**config.mk**
```make
export PLATFORM = sky130hd
export DESIGN_NAME = sensor_sequence_fsm_flat
export DESIGN_NICKNAME = d
export VERILOG_FILES = /design/src/rtl/parking_pkg.sv /design/src/rtl/sensor_sequence_fsm_if.sv /design/src/rtl/sensor_debouncer.sv /design/src/rtl/sensor_sequence_fsm.sv /design/src/flat_wrapper.sv
export SDC_FILE = /design/constraint.sdc
export NUM_CORES = 1
export LEC_CHECK = 0
export ABC_AREA = 1
export BUFFER_PORTS_ARGS = -buffer_cell sky130_fd_sc_hd__buf_2
export CAP_MARGIN = 20
export CORE_ASPECT_RATIO = 0.7
export CORE_UTILIZATION = 40
export DETAILED_ROUTE_END_ITERATION = 12
export GPL_TIMING_DRIVEN = 0
export RECOVER_POWER = 50
export SYNTH_ARGS = -nofsm -noshare
export SYNTH_HDL_FRONTEND = slang
export SYNTH_HIERARCHICAL = 1
export SYNTH_SLANG_ARGS = --single-unit
```
**constraint.sdc**
```tcl
create_clock -name clk -period 5.44 [get_ports clk]
set_input_delay 1.088 -clock clk [delete_from_list [all_inputs] [get_ports clk]]
set_output_delay 1.088 -clock clk [all_outputs]
set_load 0.05 [all_outputs]
```
**src/rtl/parking_pkg.sv**
```systemverilog
// Shared types and default constants for the parking-entrance sensor logic.
package parking_pkg;

  localparam int DEFAULT_DEBOUNCE_CYCLES = 4;
  localparam int DEFAULT_TIMEOUT_CYCLES  = 1000;

  typedef enum logic [2:0] {
    IDLE,
    ENT_1,
    ENT_2,
    ENT_3,
    EXT_1,
    EXT_2,
    EXT_3,
    FAULT
  } sensor_state_t;

  typedef struct packed {
    logic entering;
    logic exiting;
    logic fault;
  } seq_pulse_t;

endpackage

```
**src/rtl/sensor_sequence_fsm_if.sv**
```systemverilog
// Beam-sensor inputs and sequence-event outputs of the entrance detector.
interface sensor_sequence_fsm_if;

  logic sensor_a;
  logic sensor_b;
  logic entering;
  logic exiting;
  logic fault;
  logic busy;

  modport master (
    output sensor_a, sensor_b,
    input  entering, exiting, fault, busy
  );

  modport slave (
    input  sensor_a, sensor_b,
    output entering, exiting, fault, busy
  );

endinterface

```
**src/rtl/sensor_debouncer.sv**
```systemverilog
// Two-flop synchronizer followed by a consecutive-sample debouncer for one beam.
module sensor_debouncer
  import parking_pkg::*;
#(
  parameter int DEBOUNCE_CYCLES = DEFAULT_DEBOUNCE_CYCLES
) (
  input  logic clk,
  input  logic reset,
  input  logic raw,
  output logic level
);

  localparam int CW = $clog2(DEBOUNCE_CYCLES + 1);
  localparam logic [CW-1:0] CNT_LAST = CW'(DEBOUNCE_CYCLES - 1);

  logic [1:0]    sync;
  logic [CW-1:0] cnt;

  // NOTE: all state here is sequential, so every assignment is non-blocking;
  // blocking updates would let sync[1] see this cycle's sync[0].
  always_ff @(posedge clk or negedge reset) begin
    if (!reset) begin
      sync  <= '0;
      cnt   <= '0;
      level <= 1'b0;
    end else begin
      sync <= {sync[0], raw};
      // The level flips on the DEBOUNCE_CYCLES-th consecutive differing sample.
      if (sync[1] == level) begin
        cnt <= '0;
      end else if (cnt == CNT_LAST) begin
        level <= sync[1];
        cnt   <= '0;
      end else begin
        cnt <= cnt + 1'b1;
      end
    end
  end

endmodule

```
**src/rtl/sensor_sequence_fsm.sv**
```systemverilog
// Decodes the debounced two-beam pattern into entry, exit and fault pulses.
module sensor_sequence_fsm
  import parking_pkg::*;
#(
  parameter int DEBOUNCE_CYCLES = DEFAULT_DEBOUNCE_CYCLES,
  parameter int TIMEOUT_CYCLES  = DEFAULT_TIMEOUT_CYCLES
) (
  input  logic                  clk,
  input  logic                  reset,
  sensor_sequence_fsm_if.slave  bus
);

  localparam int DW = $clog2(TIMEOUT_CYCLES + 1);
  localparam logic [DW-1:0] DWELL_MAX  = DW'(TIMEOUT_CYCLES);
  localparam logic [DW-1:0] DWELL_LAST = DW'(TIMEOUT_CYCLES - 1);

  logic          a_db;
  logic          b_db;
  logic [1:0]    p;
  sensor_state_t state;
  sensor_state_t state_next;
  logic [DW-1:0] dwell;
  logic          timed_out;
  seq_pulse_t    pulse;
  seq_pulse_t    pulse_next;

  sensor_debouncer #(.DEBOUNCE_CYCLES(DEBOUNCE_CYCLES)) u_deb_a (
    .clk   (clk),
    .reset (reset),
    .raw   (bus.sensor_a),
    .level (a_db)
  );

  sensor_debouncer #(.DEBOUNCE_CYCLES(DEBOUNCE_CYCLES)) u_deb_b (
    .clk   (clk),
    .reset (reset),
    .raw   (bus.sensor_b),
    .level (b_db)
  );

  assign p = {a_db, b_db};

  // dwell holds cycles already spent in the state, so DWELL_LAST marks the
  // TIMEOUT_CYCLES-th cycle; only the sequence states can time out.
  assign timed_out = (state != IDLE) && (state != FAULT) && (dwell == DWELL_LAST);

  always_ff @(posedge clk or negedge reset) begin
    if (!reset) begin
      state <= IDLE;
      dwell <= '0;
      pulse <= '0;
    end else begin
      state <= state_next;
      pulse <= pulse_next;
      if (state_next != state) begin
        dwell <= '0;
      end else if (dwell != DWELL_MAX) begin
        dwell <= dwell + 1'b1;
      end
    end
  end

  // NOTE: state_next gets a default before the case so every path assigns it
  // and no latch is inferred.
  always_comb begin
    state_next = state;
    case (state)
      IDLE: begin
        case (p)
          2'b10:   state_next = ENT_1;
          2'b01:   state_next = EXT_1;
          2'b11:   state_next = FAULT;
          default: state_next = IDLE;
        endcase
      end
      ENT_1: begin
        case (p)
          2'b11:   state_next = ENT_2;
          2'b00:   state_next = IDLE;
          2'b01:   state_next = FAULT;
          default: state_next = ENT_1;
        endcase
      end
      ENT_2: begin
        case (p)
          2'b01:   state_next = ENT_3;
          2'b10:   state_next = ENT_1;
          2'b00:   state_next = FAULT;
          default: state_next = ENT_2;
        endcase
      end
      ENT_3: begin
        case (p)
          2'b00:   state_next = IDLE;
          2'b11:   state_next = ENT_2;
          2'b10:   state_next = FAULT;
          default: state_next = ENT_3;
        endcase
      end
      EXT_1: begin
        case (p)
          2'b11:   state_next = EXT_2;
          2'b00:   state_next = IDLE;
          2'b10:   state_next = FAULT;
          default: state_next = EXT_1;
        endcase
      end
      EXT_2: begin
        case (p)
          2'b10:   state_next = EXT_3;
          2'b01:   state_next = EXT_1;
          2'b00:   state_next = FAULT;
          default: state_next = EXT_2;
        endcase
      end
      EXT_3: begin
        case (p)
          2'b00:   state_next = IDLE;
          2'b11:   state_next = EXT_2;
          2'b01:   state_next = FAULT;
          default: state_next = EXT_3;
        endcase
      end
      FAULT: begin
        if (p == 2'b00) state_next = IDLE;
      end
      default: state_next = IDLE;
    endcase
    // A real pattern change wins over a timeout landing on the same cycle.
    if (timed_out && (state_next == state)) state_next = FAULT;
  end

  always_comb begin
    pulse_next          = '0;
    pulse_next.entering = (state == ENT_3) && (p == 2'b00);
    pulse_next.exiting  = (state == EXT_3) && (p == 2'b00);
    pulse_next.fault    = (state_next == FAULT) && (state != FAULT);
  end

  assign bus.entering = pulse.entering;
  assign bus.exiting  = pulse.exiting;
  assign bus.fault    = pulse.fault;
  assign bus.busy     = (state != IDLE);

endmodule

```
**src/flat_wrapper.sv**
```systemverilog
// flat-port wrapper written by rule: the top's interface ports become plain ports
module sensor_sequence_fsm_flat import parking_pkg::*;
#(
  parameter int DEBOUNCE_CYCLES = DEFAULT_DEBOUNCE_CYCLES,
  parameter int TIMEOUT_CYCLES  = DEFAULT_TIMEOUT_CYCLES
)
  (clk, reset, bus_sensor_a, bus_sensor_b, bus_entering, bus_exiting, bus_fault, bus_busy);
  sensor_sequence_fsm_if bus_i ();
  input  logic clk;
  input  logic reset;
  input wire logic [$bits(bus_i.sensor_a)-1:0] bus_sensor_a;
  input wire logic [$bits(bus_i.sensor_b)-1:0] bus_sensor_b;
  output wire logic [$bits(bus_i.entering)-1:0] bus_entering;
  output wire logic [$bits(bus_i.exiting)-1:0] bus_exiting;
  output wire logic [$bits(bus_i.fault)-1:0] bus_fault;
  output wire logic [$bits(bus_i.busy)-1:0] bus_busy;
  assign bus_i.sensor_a = bus_sensor_a;
  assign bus_i.sensor_b = bus_sensor_b;
  assign bus_entering = bus_i.entering;
  assign bus_exiting = bus_i.exiting;
  assign bus_fault = bus_i.fault;
  assign bus_busy = bus_i.busy;
  sensor_sequence_fsm #(.DEBOUNCE_CYCLES(DEBOUNCE_CYCLES), .TIMEOUT_CYCLES(TIMEOUT_CYCLES)) u_core (.clk(clk), .reset(reset), .bus(bus_i));
endmodule
```
Word level (Yosys, flattened, before mapping):

Index checks and enable logic that the tools add are counted.
Widths: inputs -> output; s select.

* $add $sub $neg: 3
* $mul: 0
* divide/modulo/power cells: 0
* order comparisons: 0
* equal/unequal tests: 20
* shift operators: 0
* mux-type cells: 16
* bitwise logic cells: 2
* reduce and logical (&&, ||, !) cells: 12

Operator list (number)
* $pmux 3 s3: 6
* $pmux 3 s8: 1
* $mux 10: 2
* $mux 3: 6
* $eq 3x3->1 const B: 5
* $eq 3x2->1 const B: 4
* $add 10x1->10 const B: 1
* $eq 10x10->1 const B: 1
* $ne 10x10->1 const B: 1
* $add 3x1->3 const B: 2
* $logic_and 1x1->1: 6
* $pmux 2 s3: 1
* $eq 2x2->1 const B: 2
* $reduce_and 2->1: 2
* $eq 3x1->1 const B: 1
* $eq 3x3->1: 1
* $logic_not 3->1: 1
* $ne 3x3->1: 1
* $ne 3x3->1 const B: 1
* $reduce_bool 3->1: 1
* $eq 1x1->1: 2
* $eq 2x1->1 const B: 1
* $logic_not 2->1: 1
* $not 1->1: 2
* $reduce_bool 2->1: 1

* register bits after elaboration: 28
* bits in latches: 0
* RAM bits: 0
* ROM bits: 0
* output and inout port bits: 4
* logic and storage cells: 64
* memories: 0

Logic depth before layout (Yosys ltp):

* word-level depth: 8
* mapped depth: 16
* mapped depth without buffers: 16

Modules after synthesis:

Netlist, hierarchy kept.

By module, submodules not included
* sensor_sequence_fsm: times used 1, cells each 168, area an instance 1187.4 um2, sequential area each 400.4 um2
* sensor_debouncer: times used 2, cells each 25, area an instance 239.0 um2, sequential area each 150.1 um2

Least setup slack after synthesis:

OpenSTA, ideal clock, no wires.

* kind: reg2reg
* start: register u_core.u_deb_a.level
* end: register u_core.dwell[0]
* library setup time: 122 ps
* data arrival time: 1823 ps
* setup slack: 3495 ps
* stages on the path, launching flop included: 15
* cells stage by stage: dfrtp_1 > inv_1 > ha_1 > nand4_1 > nand3_1 > nor2_1 > nand2_1 > nand3_1 > nand2_1 > nor2_1 > nand2_2 > nor2_1 > nor2_1 > nand2_2 > nor2_1

* word-level cells in the longest chain between the ends: 8
* elaborated cells on any way between the ends: 19

Ends and longest elaborated chain
* start: declaration: RTL line sensor_debouncer.sv:10 `output logic level`
* start signal: assignment: RTL line sensor_debouncer.sv:32 `level <= sync[1];`
* $eq 2x1->1 (tied with other cells)
* $pmux 3 s3 (tied with other cells): RTL line sensor_sequence_fsm.sv:117 `case (p)`
* $pmux 3 s8 (*): RTL line sensor_sequence_fsm.sv:67 `case (state)`
* $eq 3x3->1: RTL line sensor_sequence_fsm.sv:130 `if (timed_out && (state_next == state)) state_next = FAULT;`
* $logic_and 1x1->1: RTL line sensor_sequence_fsm.sv:130
* $mux 3 (*): RTL line sensor_sequence_fsm.sv:130
* $ne 3x3->1 (*): RTL line sensor_sequence_fsm.sv:55 `if (state_next != state) begin`
* $mux 10 or $reduce_bool 2->1 (tied branches)
* end signal: assignment: RTL line sensor_sequence_fsm.sv:58 `dwell <= dwell + 1'b1;`
* end: declaration: RTL line sensor_sequence_fsm.sv:22 `logic [DW-1:0] dwell;`

Every way passes the cells marked *; elsewhere a longest branch is shown, timed or not.
A chain may end at the register's enable or synchronous reset.

Final worst setup path:

* start: register u_core.state[1]
* end: output port bus_busy

* word-level cells in the longest chain between the ends: 1

Ends and longest elaborated chain
* start: declaration: RTL line sensor_sequence_fsm.sv:20 `sensor_state_t state;`
* start signal: assignment: RTL line sensor_sequence_fsm.sv:53 `state <= state_next;`
* $reduce_bool 3->1: RTL line sensor_sequence_fsm.sv:143 `assign bus.busy = (state != IDLE);`
* end: declaration: RTL line flat_wrapper.sv:16 `output wire logic [$bits(bus_i.busy)-1:0] bus_busy;`

Every way passes these cells.

==> results_dict.tcl <==
set metrics [dict create \
    status "complete, no violations" \
    post-cts-setup-buffer-count 0 \
    fmax_ghz 0.4032 \
    timing.hold.ws_ps 354.6 \
    overflow 0 \
    drive_gt1_share_pct 11.79 \
    setup_violations 0 \
    syn_nets 234 \
    vias_per_cell 4.566 \
    ir_worst_vdd_mv 0.2123 \
    power_leakage_uw 0.0009440 \
    min_path_type "flip-flop to flip-flop" \
    routed_wl_mm 3.014 \
    avgRoutedWirePerCell_um 10.73 \
    placed_cells 277 \
    start_util_pct 42.20 \
    endpoint_kind "output pin" \
    dp_hpwl_mm 2.214 \
    cts.path.max_buffers 2 \
    grt_max_degree 29 \
    cts_buffers 3 \
    finalPower_uw 931.1 \
    seqCellArea_um2 700.7 \
    maxSlewViolCount 0 \
    cp-start-kind "flip-flop" \
    yosys_warnings 6 \
    skew_ps 1.276 \
    reg2regPathDepth 14 \
    cp.required_ps 4350 \
    fin_nets 246 \
    synthToLayoutAreaGrowth_pct 8.640 \
    clock-root-buffer "clkbuf_8" \
    grt_pass1_wl_mm 5.409 \
    final_cells 281 \
    cts_tree "yes" \
    num_vias 1283 \
    min_from "u_core/u_deb_b/sync[0]$_DFF_PN0_" \
    path_clk_slew_ps 90 \
    nFillCells 437 \
    synth_top_area_share_pct 42.07 \
    dieHeight_um 55.99 \
    drt_iter0_drc 104 \
    worstSkewPairLatency_ps 270 \
    rr_startpoint "u_core/u_deb_a/level$_DFFE_PN0P_" \
    cts.htree.levels 1 \
    crit_fanout 7 \
    ys_seq_area_share_pct 42.07 \
    die-area_um2 4430 \
    rrSetupSlack_ps 3110 \
    dieWidth_um 79.12 \
    first_pass_iters 4 \
    netlist_instances 218 \
    antenna_found_initial 0 \
    core_um2 3946 \
    io_pins 8 \
    cp.arrival_ps 1390 \
    syn_area_per_cell_um2 7.639 \
    drv_cap 0 \
    yosysMostFrequentCell "nand2_1" \
    synth_area_um2 1665 \
    relSlewSlack_pct 2.195 \
    grt_pass1_vias 1178 \
    synth_area_leaders "dfrtp_1, nand2_1, nor2_1" \
    power.density_nw_per_um2 514.6 \
    period_share_pct 45.59 \
    crit_type "flip-flop to output pin" \
    rows 19 \
    ys_types 22 \
    drc 0 \
    worst_pin_slew_ps 1467 \
    r2r-end "u_core/dwell[4]$_DFFE_PN0P_" \
    routabilityCongestion 0.8409 \
    ys_top_cells_by_count "nand2_1, nor2_1, inv_1" \
    io_buffers 7 \
    multi_input_area_um2 820.8 \
    n_antenna_cell 0 \
    hold_buffers 0 \
    synth_edf_count 0 \
    yosysTopAreaCell "dfrtp_1" \
    fin_tns_setup_ps 0 \
    ant_nets 0 \
    utilization_pct 45.85 \
    hold_path_depth 0 \
    rsz0062_at_grt "no" \
    grt_usage_pct 15.68 \
    cts.sinks 28 \
    ys_ff_latch 28 \
    cts_resized 0 \
    hold_viol 0 \
    ys.flop_type "dfrtp_1" \
    period_needed_ps 2480 \
    ys_async_sr_fraction_pct 100.0 \
    holdPathEnd "u_core/u_deb_b/sync[1]$_DFF_PN0_" \
]
## state kept, by name, summed over array words and instances, names as in the netlist, 2 cells and up
name / cells
u_core/u_deb_a/sync: 2
u_core/u_deb_b/cnt: 3
u_core/state: 3
u_core/u_deb_a/cnt: 3
u_core/dwell: 10
u_core/u_deb_b/sync: 2
## metal layers
| layer | up-vias | share of wire, % | wire length (µm) | track usage (%) |
|---|---|---|---|---|
| li1 | 685 | - | - | - |
| met1 | 576 | 55 | 1670 | 23.57 |
| met2 | 20 | 39 | 1186 | 21.80 |
| met3 | 2 | 4.5 | 137 | 4.426 |
| met4 | 0 | 0.63 | 19 | 4.156 |
| met5 | - | 0 | 0 | 0 |
## cell type report
type	instances	share of cell area, %
Multi-Input combinational cell	157	45.37
Sequential cell	28	38.73
Inverter	32	6.639
Tap cell	52	3.596
Clock buffer	4	3.043
Timing Repair Buffer	7	1.867
Buffer	1	0.7607
## cells by family (layout without fill, tap and decap cells)
family | after synthesis | in the layout | share of synthesized area (%)
AOI/OAI and AO/OA | 4 | 4 | 1.578
xor gates and xnor gates | 6 | 6 | 3.155
adders and majority gates | 12 | 12 | 9.016
buffers and inverters | 33 | 44 | 8.039
DFF | 28 | 28 | 42.07
muxes | 1 | 1 | 0.6011
and+or+nand+nor | 134 | 134 | 35.54
## stage by stage
stage | worst slack, ps | cell area, µm²
finish | 2960 | 1809
global route | 2819 | 1809
CTS | 2954 | 1821
detailed placement | 3128 | 1765
global placement | 3138 | 1765
floorplan | 3495 | 1665
## critical path, cell delays in order (launching register included)
cell	delay, ps
dfrtp_1	490
nor2_1	250
nand2_2	140
buf_2	240
## cell usage in the layout (no fill, tap or decap), types with 2 or more instances in the layout
cell type / netlist / layout
buf_2: 0 / 6
clkbuf_8: 1 / 5
dfrtp_1: 28 / 28
ha_1: 12 / 12
inv_1: 30 / 30
inv_2: 2 / 2
nand2_1: 45 / 49
nand2_2: 10 / 6
nand3_1: 19 / 19
nand4_1: 2 / 2
nor2_1: 44 / 44
nor2_2: 4 / 4
nor3_1: 6 / 6
o21ai_0: 2 / 2
xnor2_1: 2 / 2
xor2_1: 4 / 4
## report_power, final
group	internal [µW]	switching, µW
clock network	64.8	62.5
registers	251	46.5
logic	162	344
## worst max path at each step
stage / from / to / slack (ps) / depth (start not counted)
finish: u_core/state[1]$_DFF_PN0_ / bus_busy / 2960 / 3
detailed placement: u_core/u_deb_b/level$_DFFE_PN0P_ / u_core/dwell[0]$_DFFE_PN0P_ / 3130 / 14
floorplan: u_core/u_deb_a/level$_DFFE_PN0P_ / u_core/dwell[0]$_DFFE_PN0P_ / 3490 / 14
global placement: u_core/u_deb_b/level$_DFFE_PN0P_ / u_core/dwell[4]$_DFFE_PN0P_ / 3140 / 14
CTS: u_core/state[1]$_DFF_PN0_ / bus_busy / 2950 / 3
global route: u_core/state[1]$_DFF_PN0_ / bus_busy / 2820 / 3
Note: power is estimated with default switching activity, not from simulation.
